**config.mk**
```make
export PLATFORM = sky130hd
export DESIGN_NAME = i2c_master_ctrl_flat
export DESIGN_NICKNAME = d
export VERILOG_FILES = /design/src/rtl/i2c_pkg.sv /design/src/rtl/i2c_master_ctrl_if.sv /design/src/rtl/i2c_quarter_tick.sv /design/src/rtl/i2c_master_ctrl.sv /design/src/flat_wrapper.sv
export SDC_FILE = /design/constraint.sdc
export NUM_CORES = 1
export LEC_CHECK = 0
export ABC_AREA = 1
export CORE_MARGIN = 1
export CORE_UTILIZATION = 55
export DETAILED_ROUTE_END_ITERATION = 10
export PLACE_DENSITY = 0.79
export SLEW_MARGIN = 20
export SYNTH_ARGS = -nofsm -noshare
export SYNTH_HDL_FRONTEND = slang
export SYNTH_SLANG_ARGS = --single-unit
```
**constraint.sdc**
```tcl
create_clock -name ref_clk -period 2.04 [get_ports ref_clk]
set_input_delay 0.408 -clock ref_clk [delete_from_list [all_inputs] [get_ports ref_clk]]
set_output_delay 0.408 -clock ref_clk [all_outputs]
set_load 0.1 [all_outputs]
```
**src/rtl/i2c_pkg.sv**
```systemverilog
// ---------------------------------------------------------------------------
// i2c_pkg
// Shared definitions for the single-byte I2C master controller:
//   - state_t      : controller state encoding
//   - Q0..Q3       : quarter-of-bit-slot indices
//   - BIT_CNT_W    : width of the per-byte bit counter
//   - ACK / NACK   : SDA level seen in the acknowledge slot
//   - bit_to_oe()  : converts a bus bit to the open-drain pull-low enable
// ---------------------------------------------------------------------------
package i2c_pkg;

    typedef enum logic [3:0] {
        ST_IDLE     = 4'd0,
        ST_START    = 4'd1,
        ST_ADDR     = 4'd2,
        ST_ADDR_ACK = 4'd3,
        ST_WDATA    = 4'd4,
        ST_WACK     = 4'd5,
        ST_RDATA    = 4'd6,
        ST_RNACK    = 4'd7,
        ST_STOP     = 4'd8,
        ST_DONE     = 4'd9
    } state_t;

    localparam logic [1:0] Q0 = 2'd0;
    localparam logic [1:0] Q1 = 2'd1;
    localparam logic [1:0] Q2 = 2'd2;
    localparam logic [1:0] Q3 = 2'd3;

    localparam int BIT_CNT_W = 4;
    localparam logic [BIT_CNT_W-1:0] LAST_BIT = 4'd7;

    localparam logic ACK  = 1'b0;
    localparam logic NACK = 1'b1;

    // A 1 on an open-drain line is produced by releasing it.
    function automatic logic bit_to_oe(input logic b);
        return (b == 1'b0);
    endfunction

endpackage

```
**src/rtl/i2c_master_ctrl_if.sv**
```systemverilog
// ---------------------------------------------------------------------------
// i2c_master_ctrl_if
// Host request/response signals plus the open-drain pin controls.
//   Host side : start, rw, dev_addr[6:0], wr_data[7:0]  -> controller
//               busy, done, ack_err, rd_data[7:0]        <- controller
//   Pin side  : sda_in                                   -> controller
//               scl_oe, sda_oe (1 = pull low)            <- controller
// Modport master is the controller view; slave is the surrounding logic.
// ---------------------------------------------------------------------------
interface i2c_master_ctrl_if;

    logic       start;
    logic       rw;
    logic [6:0] dev_addr;
    logic [7:0] wr_data;
    logic       sda_in;
    logic       busy;
    logic       done;
    logic       ack_err;
    logic [7:0] rd_data;
    logic       scl_oe;
    logic       sda_oe;

    modport master (
        input  start, rw, dev_addr, wr_data, sda_in,
        output busy, done, ack_err, rd_data, scl_oe, sda_oe
    );

    modport slave (
        output start, rw, dev_addr, wr_data, sda_in,
        input  busy, done, ack_err, rd_data, scl_oe, sda_oe
    );

endinterface

```
**src/rtl/i2c_quarter_tick.sv**
```systemverilog
// ---------------------------------------------------------------------------
// i2c_quarter_tick
// Divides ref_clk into quarter-bit periods.
//   ref_clk : clock
//   reset   : asynchronous, active-low
//   en      : count while high, counter held at 0 while low
//   tick    : one-cycle pulse on the last cycle of every CLK_DIV-cycle quarter
// ---------------------------------------------------------------------------
module i2c_quarter_tick #(
    parameter int CLK_DIV = 250
) (
    input  logic ref_clk,
    input  logic reset,
    input  logic en,
    output logic tick
);

    localparam int CW = $clog2(CLK_DIV);
    localparam logic [CW-1:0] LAST = CW'(CLK_DIV - 1);

    logic [CW-1:0] cnt;

    // Holding the counter at 0 while idle makes the first quarter after an
    // accept exactly CLK_DIV cycles long.
    always_ff @(posedge ref_clk or negedge reset) begin
        if (!reset) begin
            cnt <= '0;
        end else if (!en) begin
            cnt <= '0;
        end else if (cnt == LAST) begin
            cnt <= '0;
        end else begin
            cnt <= cnt + 1'b1;
        end
    end

    assign tick = en && (cnt == LAST);

endmodule

```
**src/rtl/i2c_master_ctrl.sv**
```systemverilog
// ---------------------------------------------------------------------------
// i2c_master_ctrl
// Single-byte I2C master: START, address+R/W, ACK, one data byte, ACK/NACK,
// STOP, driven on open-drain SCL/SDA from one clock domain.
//   ref_clk : clock (rising edge)
//   reset   : asynchronous, active-low; releases both lines immediately
//   bus     : i2c_master_ctrl_if.master (host handshake + pin controls)
// CLK_DIV is the number of ref_clk cycles per quarter SCL period (>= 2).
// ---------------------------------------------------------------------------
module i2c_master_ctrl #(
    parameter int CLK_DIV = 250
) (
    input  logic                      ref_clk,
    input  logic                      reset,
    i2c_master_ctrl_if.master         bus
);

    import i2c_pkg::*;

    state_t               state;
    state_t               state_nxt;
    logic [1:0]           qtr;
    logic [BIT_CNT_W-1:0] bit_cnt;
    logic [7:0]           shreg;
    logic                 rw_q;
    logic [7:0]           wdata_q;
    logic                 ack_err_q;
    logic [7:0]           rd_data_q;
    logic                 busy_w;
    logic                 tick;
    logic                 slot_end;
    logic                 sample;
    logic                 scl_oe_w;
    logic                 sda_oe_w;

    assign busy_w   = (state != ST_IDLE) && (state != ST_DONE);
    assign slot_end = tick && (qtr == Q3);
    assign sample   = tick && (qtr == Q1);

    i2c_quarter_tick #(.CLK_DIV(CLK_DIV)) u_tick (
        .ref_clk (ref_clk),
        .reset   (reset),
        .en      (busy_w),
        .tick    (tick)
    );

    always_ff @(posedge ref_clk or negedge reset) begin
        if (!reset) begin
            state <= ST_IDLE;
        end else begin
            state <= state_nxt;
        end
    end

    // Slot transitions happen only at the end of q3; SCL/SDA levels are a
    // pure decode of state, quarter and the outgoing shift-register MSB, so
    // SDA moves only when those registers do.
    always_comb begin
        state_nxt = state;
        scl_oe_w  = 1'b0;
        sda_oe_w  = 1'b0;
        case (state)
            ST_IDLE: begin
                if (bus.start) state_nxt = ST_START;
            end
            ST_START: begin
                sda_oe_w = (qtr == Q2) || (qtr == Q3);
                if (slot_end) state_nxt = ST_ADDR;
            end
            ST_ADDR: begin
                scl_oe_w = (qtr == Q0) || (qtr == Q3);
                sda_oe_w = bit_to_oe(shreg[7]);
                if (slot_end && bit_cnt == LAST_BIT) state_nxt = ST_ADDR_ACK;
            end
            ST_ADDR_ACK: begin
                scl_oe_w = (qtr == Q0) || (qtr == Q3);
                if (slot_end) begin
                    if (ack_err_q)  state_nxt = ST_STOP;
                    else if (rw_q)  state_nxt = ST_RDATA;
                    else            state_nxt = ST_WDATA;
                end
            end
            ST_WDATA: begin
                scl_oe_w = (qtr == Q0) || (qtr == Q3);
                sda_oe_w = bit_to_oe(shreg[7]);
                if (slot_end && bit_cnt == LAST_BIT) state_nxt = ST_WACK;
            end
            ST_WACK: begin
                scl_oe_w = (qtr == Q0) || (qtr == Q3);
                if (slot_end) state_nxt = ST_STOP;
            end
            ST_RDATA: begin
                scl_oe_w = (qtr == Q0) || (qtr == Q3);
                if (slot_end && bit_cnt == LAST_BIT) state_nxt = ST_RNACK;
            end
            ST_RNACK: begin
                scl_oe_w = (qtr == Q0) || (qtr == Q3);
                if (slot_end) state_nxt = ST_STOP;
            end
            ST_STOP: begin
                scl_oe_w = (qtr == Q0);
                sda_oe_w = (qtr != Q3);
                if (slot_end) state_nxt = ST_DONE;
            end
            ST_DONE: begin
                state_nxt = ST_IDLE;
            end
            default: begin
                state_nxt = ST_IDLE;
            end
        endcase
    end

    // Datapath: request latch, quarter/bit counters, shift register and the
    // sticky result registers. The shift register carries the outgoing
    // address and write byte (shifted at slot end) and collects the read
    // byte (shifted at the q1 sample point).
    always_ff @(posedge ref_clk or negedge reset) begin
        if (!reset) begin
            qtr       <= Q0;
            bit_cnt   <= '0;
            shreg     <= '0;
            rw_q      <= 1'b0;
            wdata_q   <= '0;
            ack_err_q <= 1'b0;
            rd_data_q <= '0;
        end else begin
            if (state == ST_IDLE) begin
                qtr <= Q0;
                if (bus.start) begin
                    rw_q      <= bus.rw;
                    wdata_q   <= bus.wr_data;
                    shreg     <= {bus.dev_addr, bus.rw};
                    bit_cnt   <= '0;
                    ack_err_q <= 1'b0;
                end
            end else if (tick) begin
                qtr <= qtr + 2'd1;
            end

            if (sample) begin
                case (state)
                    ST_ADDR_ACK, ST_WACK: begin
                        if (bus.sda_in == NACK) ack_err_q <= 1'b1;
                    end
                    ST_RDATA: begin
                        shreg <= {shreg[6:0], bus.sda_in};
                    end
                    default: begin
                    end
                endcase
            end

            if (slot_end) begin
                case (state)
                    ST_ADDR, ST_WDATA: begin
                        shreg   <= {shreg[6:0], 1'b0};
                        bit_cnt <= (bit_cnt == LAST_BIT) ? '0 : bit_cnt + 1'b1;
                    end
                    ST_ADDR_ACK: begin
                        shreg   <= wdata_q;
                        bit_cnt <= '0;
                    end
                    ST_RDATA: begin
                        bit_cnt <= (bit_cnt == LAST_BIT) ? '0 : bit_cnt + 1'b1;
                    end
                    ST_STOP: begin
                        // Only a read that got past the address phase has a byte.
                        if (rw_q && !ack_err_q) rd_data_q <= shreg;
                    end
                    default: begin
                    end
                endcase
            end
        end
    end

    assign bus.busy    = busy_w;
    assign bus.done    = (state == ST_DONE);
    assign bus.ack_err = ack_err_q;
    assign bus.rd_data = rd_data_q;
    assign bus.scl_oe  = scl_oe_w;
    assign bus.sda_oe  = sda_oe_w;

endmodule

```
**src/flat_wrapper.sv**
```systemverilog
// flat-port wrapper written by rule: the top's interface ports become plain ports
module i2c_master_ctrl_flat import i2c_pkg::*;
#(
    parameter int CLK_DIV = 250
)
  (ref_clk, reset, bus_start, bus_rw, bus_dev_addr, bus_wr_data, bus_sda_in, bus_busy, bus_done, bus_ack_err, bus_rd_data, bus_scl_oe, bus_sda_oe);
  i2c_master_ctrl_if bus_i ();
  input  logic ref_clk;
  input  logic reset;
  input wire logic [$bits(bus_i.start)-1:0] bus_start;
  input wire logic [$bits(bus_i.rw)-1:0] bus_rw;
  input wire logic [$bits(bus_i.dev_addr)-1:0] bus_dev_addr;
  input wire logic [$bits(bus_i.wr_data)-1:0] bus_wr_data;
  input wire logic [$bits(bus_i.sda_in)-1:0] bus_sda_in;
  output wire logic [$bits(bus_i.busy)-1:0] bus_busy;
  output wire logic [$bits(bus_i.done)-1:0] bus_done;
  output wire logic [$bits(bus_i.ack_err)-1:0] bus_ack_err;
  output wire logic [$bits(bus_i.rd_data)-1:0] bus_rd_data;
  output wire logic [$bits(bus_i.scl_oe)-1:0] bus_scl_oe;
  output wire logic [$bits(bus_i.sda_oe)-1:0] bus_sda_oe;
  assign bus_i.start = bus_start;
  assign bus_i.rw = bus_rw;
  assign bus_i.dev_addr = bus_dev_addr;
  assign bus_i.wr_data = bus_wr_data;
  assign bus_i.sda_in = bus_sda_in;
  assign bus_busy = bus_i.busy;
  assign bus_done = bus_i.done;
  assign bus_ack_err = bus_i.ack_err;
  assign bus_rd_data = bus_i.rd_data;
  assign bus_scl_oe = bus_i.scl_oe;
  assign bus_sda_oe = bus_i.sda_oe;
  i2c_master_ctrl #(.CLK_DIV(CLK_DIV)) u_core (.ref_clk(ref_clk), .reset(reset), .bus(bus_i));
endmodule
```
# After elaboration in Yosys (flattened, before gate mapping)
# Index checks and enable logic that the tools add are counted.
[totals]
regBits = 44
input_bits = 20
output_inout_bits = 13
wordCells = 91
[op_classes]
n_addsub = 3
eq_ne = 24
mux = 33
bitwise_logic = 1
reduce_logical = 21
[ops]
columns = ["op", "count"]
rows = [
  ["two-way mux 8 bit", 7],
  ["two-way mux 4 bit", 13],
  ["one-hot mux 4 bit (8 select lines)", 1],
  ["equality test 4 x 3 -> 1 bit (second input constant)", 5],
  ["one-hot mux 8 bit (2 select lines)", 1],
  ["inequality test 2 x 1 -> 1 bit (second input constant)", 7],
  ["adder 8 x 1 -> 8 bit (second input constant)", 1],
  ["equality test 4 x 2 -> 1 bit (second input constant)", 2],
  ["equality test 4 bit (second input constant)", 2],
  ["equality test 8 bit (second input constant)", 1],
  ["one-hot mux 4 bit (2 select lines)", 1],
  ["AND reduction 8 bit", 1],
  ["logical AND 1 bit", 6],
  ["two-way mux 2 bit", 3],
  ["OR reduction 2 bit", 3],
  ["OR reduction 6 bit", 1],
  ["two-way mux 1 bit", 5],
  ["adder 4 x 1 -> 4 bit (second input constant)", 1],
  ["equality test 2 bit (second input constant)", 2],
  ["equality test 4 x 1 -> 1 bit (second input constant)", 1],
  ["logical NOT 4 bit", 1],
  ["inequality test 2 bit (second input constant)", 2],
  ["inequality test 4 bit (second input constant)", 1],
  ["nonzero test 4 bit", 1],
  ["12 further kinds", 13],
]

# Longest topological paths before layout
[depth]
word_depth = 7
ltp_mapped = 13
ltp_nobuf = 11

# Modules after synthesis
# Synthesis repeated with hierarchy kept, for this count alone.
[unflattened]
cells_unflattened = 345
hier_area_um2 = 2597.5
[modules_own_cells]
columns = ["module", "instances", "cells_each", "area_each_um2", "seq_area_each_um2"]
rows = [
  ["i2c_master_ctrl", 1, 296, 2172.1, 900.9],
  ["i2c_quarter_tick", 1, 49, 425.4, 200.2],
]

# Worst setup path before layout
# No wires, ideal clock.
[synth_timing]
path_type = "register -> output"
start = "register u_core.state[3]"
end = "output port bus_sda_oe"
t_arrival_ps = 2292
t_required_ps = 1632
slack_ps = -660
stages_incl_launch_ff = 4
n_path_buf = 0
cell_sequence = "dfrtp_1 nor2_2 nand3_1 o221ai_1"
[synth_via]
elab_chain_cells = 3
elab_cells_between_ends = 6
classes_between = "eq/ne (4); mux (1); reduce/logical (1)"
[synth_rtl]
columns = ["element", "line", "rtl"]
rows = [
  ["from (decl)", "i2c_master_ctrl.sv:20", "state_t state;"],
  ["from (signal assigned)", "i2c_master_ctrl.sv:51", "state <= state_nxt;"],
  ["equality test 4 x 2 -> 1 bit or equality test 4 x 3 -> 1 bit (tied branches)", "i2c_master_ctrl.sv:62", "case (state)"],
  ["OR reduction 2 bit (no source line)", "-", ""],
  ["one-hot mux 1 bit (3 select lines) (*)", "i2c_master_ctrl.sv:62", ""],
  ["to (decl)", "flat_wrapper.sv:20", "output wire logic [$bits(bus_i.sda_oe)-1:0] bus_sda_oe;"],
]
# Every way passes the cells marked *; elsewhere a longest branch is shown, timed or not.

# Final worst setup path
[layout_timing]
start = "register u_core.state[0]"
end = "output port bus_scl_oe"
[layout_via]
elab_chain_cells = 3
elab_cells_between_ends = 9
classes_between = "eq/ne (7); mux (1); reduce/logical (1)"
[layout_rtl]
columns = ["element", "line", "rtl"]
rows = [
  ["equality test 4 x 2 -> 1 bit or equality test 4 x 3 -> 1 bit (tied branches)", "i2c_master_ctrl.sv:62", ""],
  ["OR reduction 6 bit (no source line)", "-", ""],
  ["one-hot mux 1 bit (2 select lines) (*)", "i2c_master_ctrl.sv:62", ""],
  ["to (decl)", "flat_wrapper.sv:19", "output wire logic [$bits(bus_i.scl_oe)-1:0] bus_scl_oe;"],
]
# Marked as above.

==> insert_results.sql <==
INSERT INTO impl_metrics (metric_group, metric, value, unit) VALUES
('global_route', 'first_global_vias', '1949', ''),
('worst_hold_path', 'holdCritPathClass', 'primary input to asynchronous set/reset pin', ''),
('timing', 'min_period', '1.99', 'ns'),
('synth', 'synth_enable_flop_cells', '0', ''),
('floorplanning', 'fp.dieH', '70.2', 'um'),
('timing', 'final_hold_slack', '0.172', 'ns'),
('synth', 'synth-async-reset-ratio', '100', '%'),
('floorplanning', 'num_rows', '24', ''),
('synth', 'adder_cell_area_share_of_the_yosys_netlist', '3.43', '%'),
('critical_path', 'worst_endpoint_required_time', '1.63', 'ns'),
('global_route', 'antenna_found_initial', '0', ''),
('floorplanning', 'fp.dieW', '70.2', 'um'),
('global_route', 'first_pass_grt_wire_length', '8790', 'um'),
('timing', 'timing.final.crit_share', '97.5', '%'),
('timing', 'clock_skew', '0.00449', 'ns'),
('floorplanning', 'design.die.area', '4920', 'um2'),
('synth', 'simple_gate_portion_of_the_synthesized_area', '31.8', '%'),
('synth', 'main_combinational_cell_family_by_area_after_synthesis', 'simple AND/OR/NAND/NOR gates', ''),
('critical_path', 'worstSetupEndpointType', 'primary output', ''),
('cells_and_area', 'syn_to_final_growth', '22.7', '%'),
('power', 'power_density', '511', 'nW/um2'),
('clock_network', 'h-tree-depth', '2', ''),
('clock_network', 'tritoncts_num_sinks', '44', ''),
('cells_and_area', 'layout_cells_sized_above_1', '21.6', '%'),
('timing', 'hold_viol', '0', ''),
('timing', 'final_setup_fails', '0', ''),
('clock_network', 'clk-insertion-delay-late', '0.30', 'ns'),
('synth', 'synth_compound_gate_area_share', '12.7', '%'),
('synth', 'ys.flop_type', 'sky130_fd_sc_hd__dfrtp_1', ''),
('synth', 'synth_xor_xnor_area_share', '0.343', '%'),
('cells_and_area', 'antenna_cells_inserted', '0', ''),
('synth', 'synth.mux.area_fraction', '0', '%'),
('synth', 'postSynthNetCount', '353', ''),
('synth', 'synth_cell_types', '35', ''),
('synth', 'synth-seq-area-share', '43.1', '%'),
('placement', 'gp_routability_congestion', '0.869', ''),
('clock_network', 'cts_max_path_buffers', '2', ''),
('clock_network', 'clockRootBuffer', 'sky130_fd_sc_hd__clkbuf_8', ''),
('placement', 'port_buffers', '32', ''),
('routing', 'wire_length_after_detailed_routing', '5440', 'um'),
('routing', 'detail-route-antenna-nets', '0', ''),
('global_route', 'largest_net_degree_at_the_start_of_global_routing', '45', ''),
('routing', 'route.vias.total', '2211', ''),
('routing', 'avgViaCountPerCell', '5.23', ''),
('floorplanning', 'initial_utilization', '57.9', '%'),
('synth', 'ys_seq_elements', '44', ''),
('synth', 'ys.warnings.count', '0', ''),
('timing', 'max_freq', '503', 'MHz'),
('global_route', 'total_congestion_overflow', '0', ''),
('power', 'fin_total_pwr', '1.60', 'mW'),
('synth', 'netlist_instances', '326', ''),
('power', 'cellLeakagePower', '1.60', 'nW'),
('clock_network', 'cts-buffers-inserted', '5', ''),
('timing', 'worst_pin_slew', '0.544', 'ns'),
('cells_and_area', 'finalNetCount', '397', ''),
('critical_path', 'criticalPathCategory', 'register to primary output', ''),
('flow_run', 'max_cap_viol_count', '0', ''),
('global_route', 'globalRouteTotalUtil', '22.5', '%'),
('routing', 'route.detailed.drc', '0', ''),
('clock_network', 'worst_setup_hold_path_clk_slew', '0.09', 'ns'),
('timing', 'rsz_0062_raised_after_global_routing', 'false', ''),
('synth', 'syn_area', '2550', 'um2'),
('synth', 'post_synth.cell_area_avg', '7.84', 'um2'),
('placement', 'place.detailed.hpwl', '3720', 'um'),
('routing', 'drt-pass1-iter-count', '4', ''),
('critical_path', 'data_arrival_at_the_endpoint_of_the_critical_path', '1.58', 'ns'),
('run_status', 'run_status', 'completed', ''),
('routing', 'drt-initial-drc-count', '181', ''),
('routing', 'route.detailed.wl_per_inst', '12.9', 'um'),
('timing', 'final_max_slew_viol_count', '0', ''),
('critical_path', 'timing.critical_path.from_type', 'register', ''),
('power', 'vdd_ir_drop_max', '0.531', 'mV'),
('clock_network', 'clock_tree_from_tritoncts', 'yes', ''),
('timing', 'slew_headroom', '63.8', '%'),
('critical_path', 'critical_path_peak_fanout', '5', ''),
('floorplanning', 'ioPinCount', '33', ''),
('floorplanning', 'core_region_area', '4410', 'um2');
==> what timing repair did <==
action                     CTS  global route
hold buffers                 0             0
setup buffers                4             5
resized for setup            8             2
pin swaps                    1             2
setup endpoints to repair    2             2
==> cell usage after synthesis (all sizes together) (2+ instances only) <==
library cell	count	area, um2
nand3	34	188
nor2	28	136
nand2	108	448
inv	46	178
a21oi	8	51.3
o22ai	3	25.0
nor3	3	26.3
o21ai	30	191
o211ai	2	15.0
ha	7	87.6
dfrtp	44	1100
buf	5	43.8
==> report_power, final <==
part           internal (mW)  switching (mW)  leakage, nW  total, mW
clock                  0.362           0.312       0.0541      0.675
sequential             0.871               0        0.517      0.871
combinational         0.0320          0.0231         1.03     0.0551
==> through the flow <==
stage | TNS, ns | util (%) | worst slack, ns | cells | cell area (um2)
floorplan | -0.0287 | - | -0.0204 | 326 | 2560
global placement | 0 | 66.2 | 0.200 | 406 | 2920
detailed placement | 0 | 66.2 | 0.196 | 406 | 2920
CTS | 0 | 70.0 | 0.00681 | 418 | 3090
global route | 0 | 71.0 | 0.0141 | 423 | 3130
finish | 0 | 71.0 | 0.0501 | 423 | 3130
==> metal layers <==
metal	share of wire, %	routed length (um)	global-route usage (%)	vias up
met1	48	2600	31.2	1021
met5	0	0	0	-
met4	1.4	74	6.89	0
li1	-	-	-	1131
met3	4.2	231	5.48	8
met2	47	2540	35.0	51
==> sequential cells by signal, indices dropped and copies added, names as in the netlist <==
register / count
u_core.u_tick.cnt: 8
u_core.rw_q: 1
u_core.shreg: 8
u_core.bit_cnt: 4
u_core.wdata_q: 8
u_core.qtr: 2
u_core.state: 4
u_core.bus.ack_err: 1
u_core.bus.rd_data: 8
==> worst paths after layout <==
kind | from | end | slack [ns] | depth (start not counted)
max | u_core.state[0] | bus_scl_oe | 0.05 | 5
min | reset | u_core.state[0] | 0.17 | 2
max reg2reg | u_core.state[3] | u_core.state[2] | 0.15 | 8
min reg2reg | u_core.wdata_q[0] | u_core.shreg[0] | 0.48 | 2
max in group asynchronous | reset | u_core.state[3] | 1.48 | 2
min in group ref_clk | u_core.wdata_q[0] | u_core.shreg[0] | 0.48 | 2
==> cell families after synthesis <==
logic type | after synthesis
adders and majority gates | 7
xor gates and xnor gates | 1
DFF | 44
AOI/OAI and AO/OA | 48
and+or+nand+nor | 175
buffers and inverters | 51
==> layout by cell type (no fill, tap or decap), drive strengths merged <==
master / count
dfrtp: 44
ha: 7
o22ai: 3
inv: 46
nor2: 28
a211oi: 1
a32o: 1
o221ai: 1
nand2: 108
buf: 24
nand3: 34
xnor2: 1
clkdlybuf4s50: 18
nor3b: 1
o21ai: 30
a21oi: 8
clkinv: 1
clkbuf: 5
bufinv: 1
o21bai: 1
nand4: 1
o21a: 1
nor3: 3
o211ai: 2
clkinvlp: 1
==> final cells by class <==
| cell class | instances | area, um2 |
|---|---|---|
| Sequential cell | 44 | 1110 |
| Timing Repair Buffer | 42 | 408 |
| Clock inverter | 3 | 42.5 |
| Inverter | 46 | 178 |
| Multi-Input combinational cell | 231 | 1270 |
| Tap cell | 52 | 65.1 |
| Clock buffer | 5 | 68.8 |
| Fill cell | 335 | 1280 |
==> worst max-delay path, cell delays in order, from the launching register on <==
cell and delay (ns):
sky130_fd_sc_hd__dfrtp_2 0.46, sky130_fd_sc_hd__nor2_4 0.17, sky130_fd_sc_hd__nand3_2 0.13, sky130_fd_sc_hd__inv_1 0.13, sky130_fd_sc_hd__a32o_1 0.19, sky130_fd_sc_hd__buf_12 0.19
Note: power is estimated with default switching activity, not from simulation.
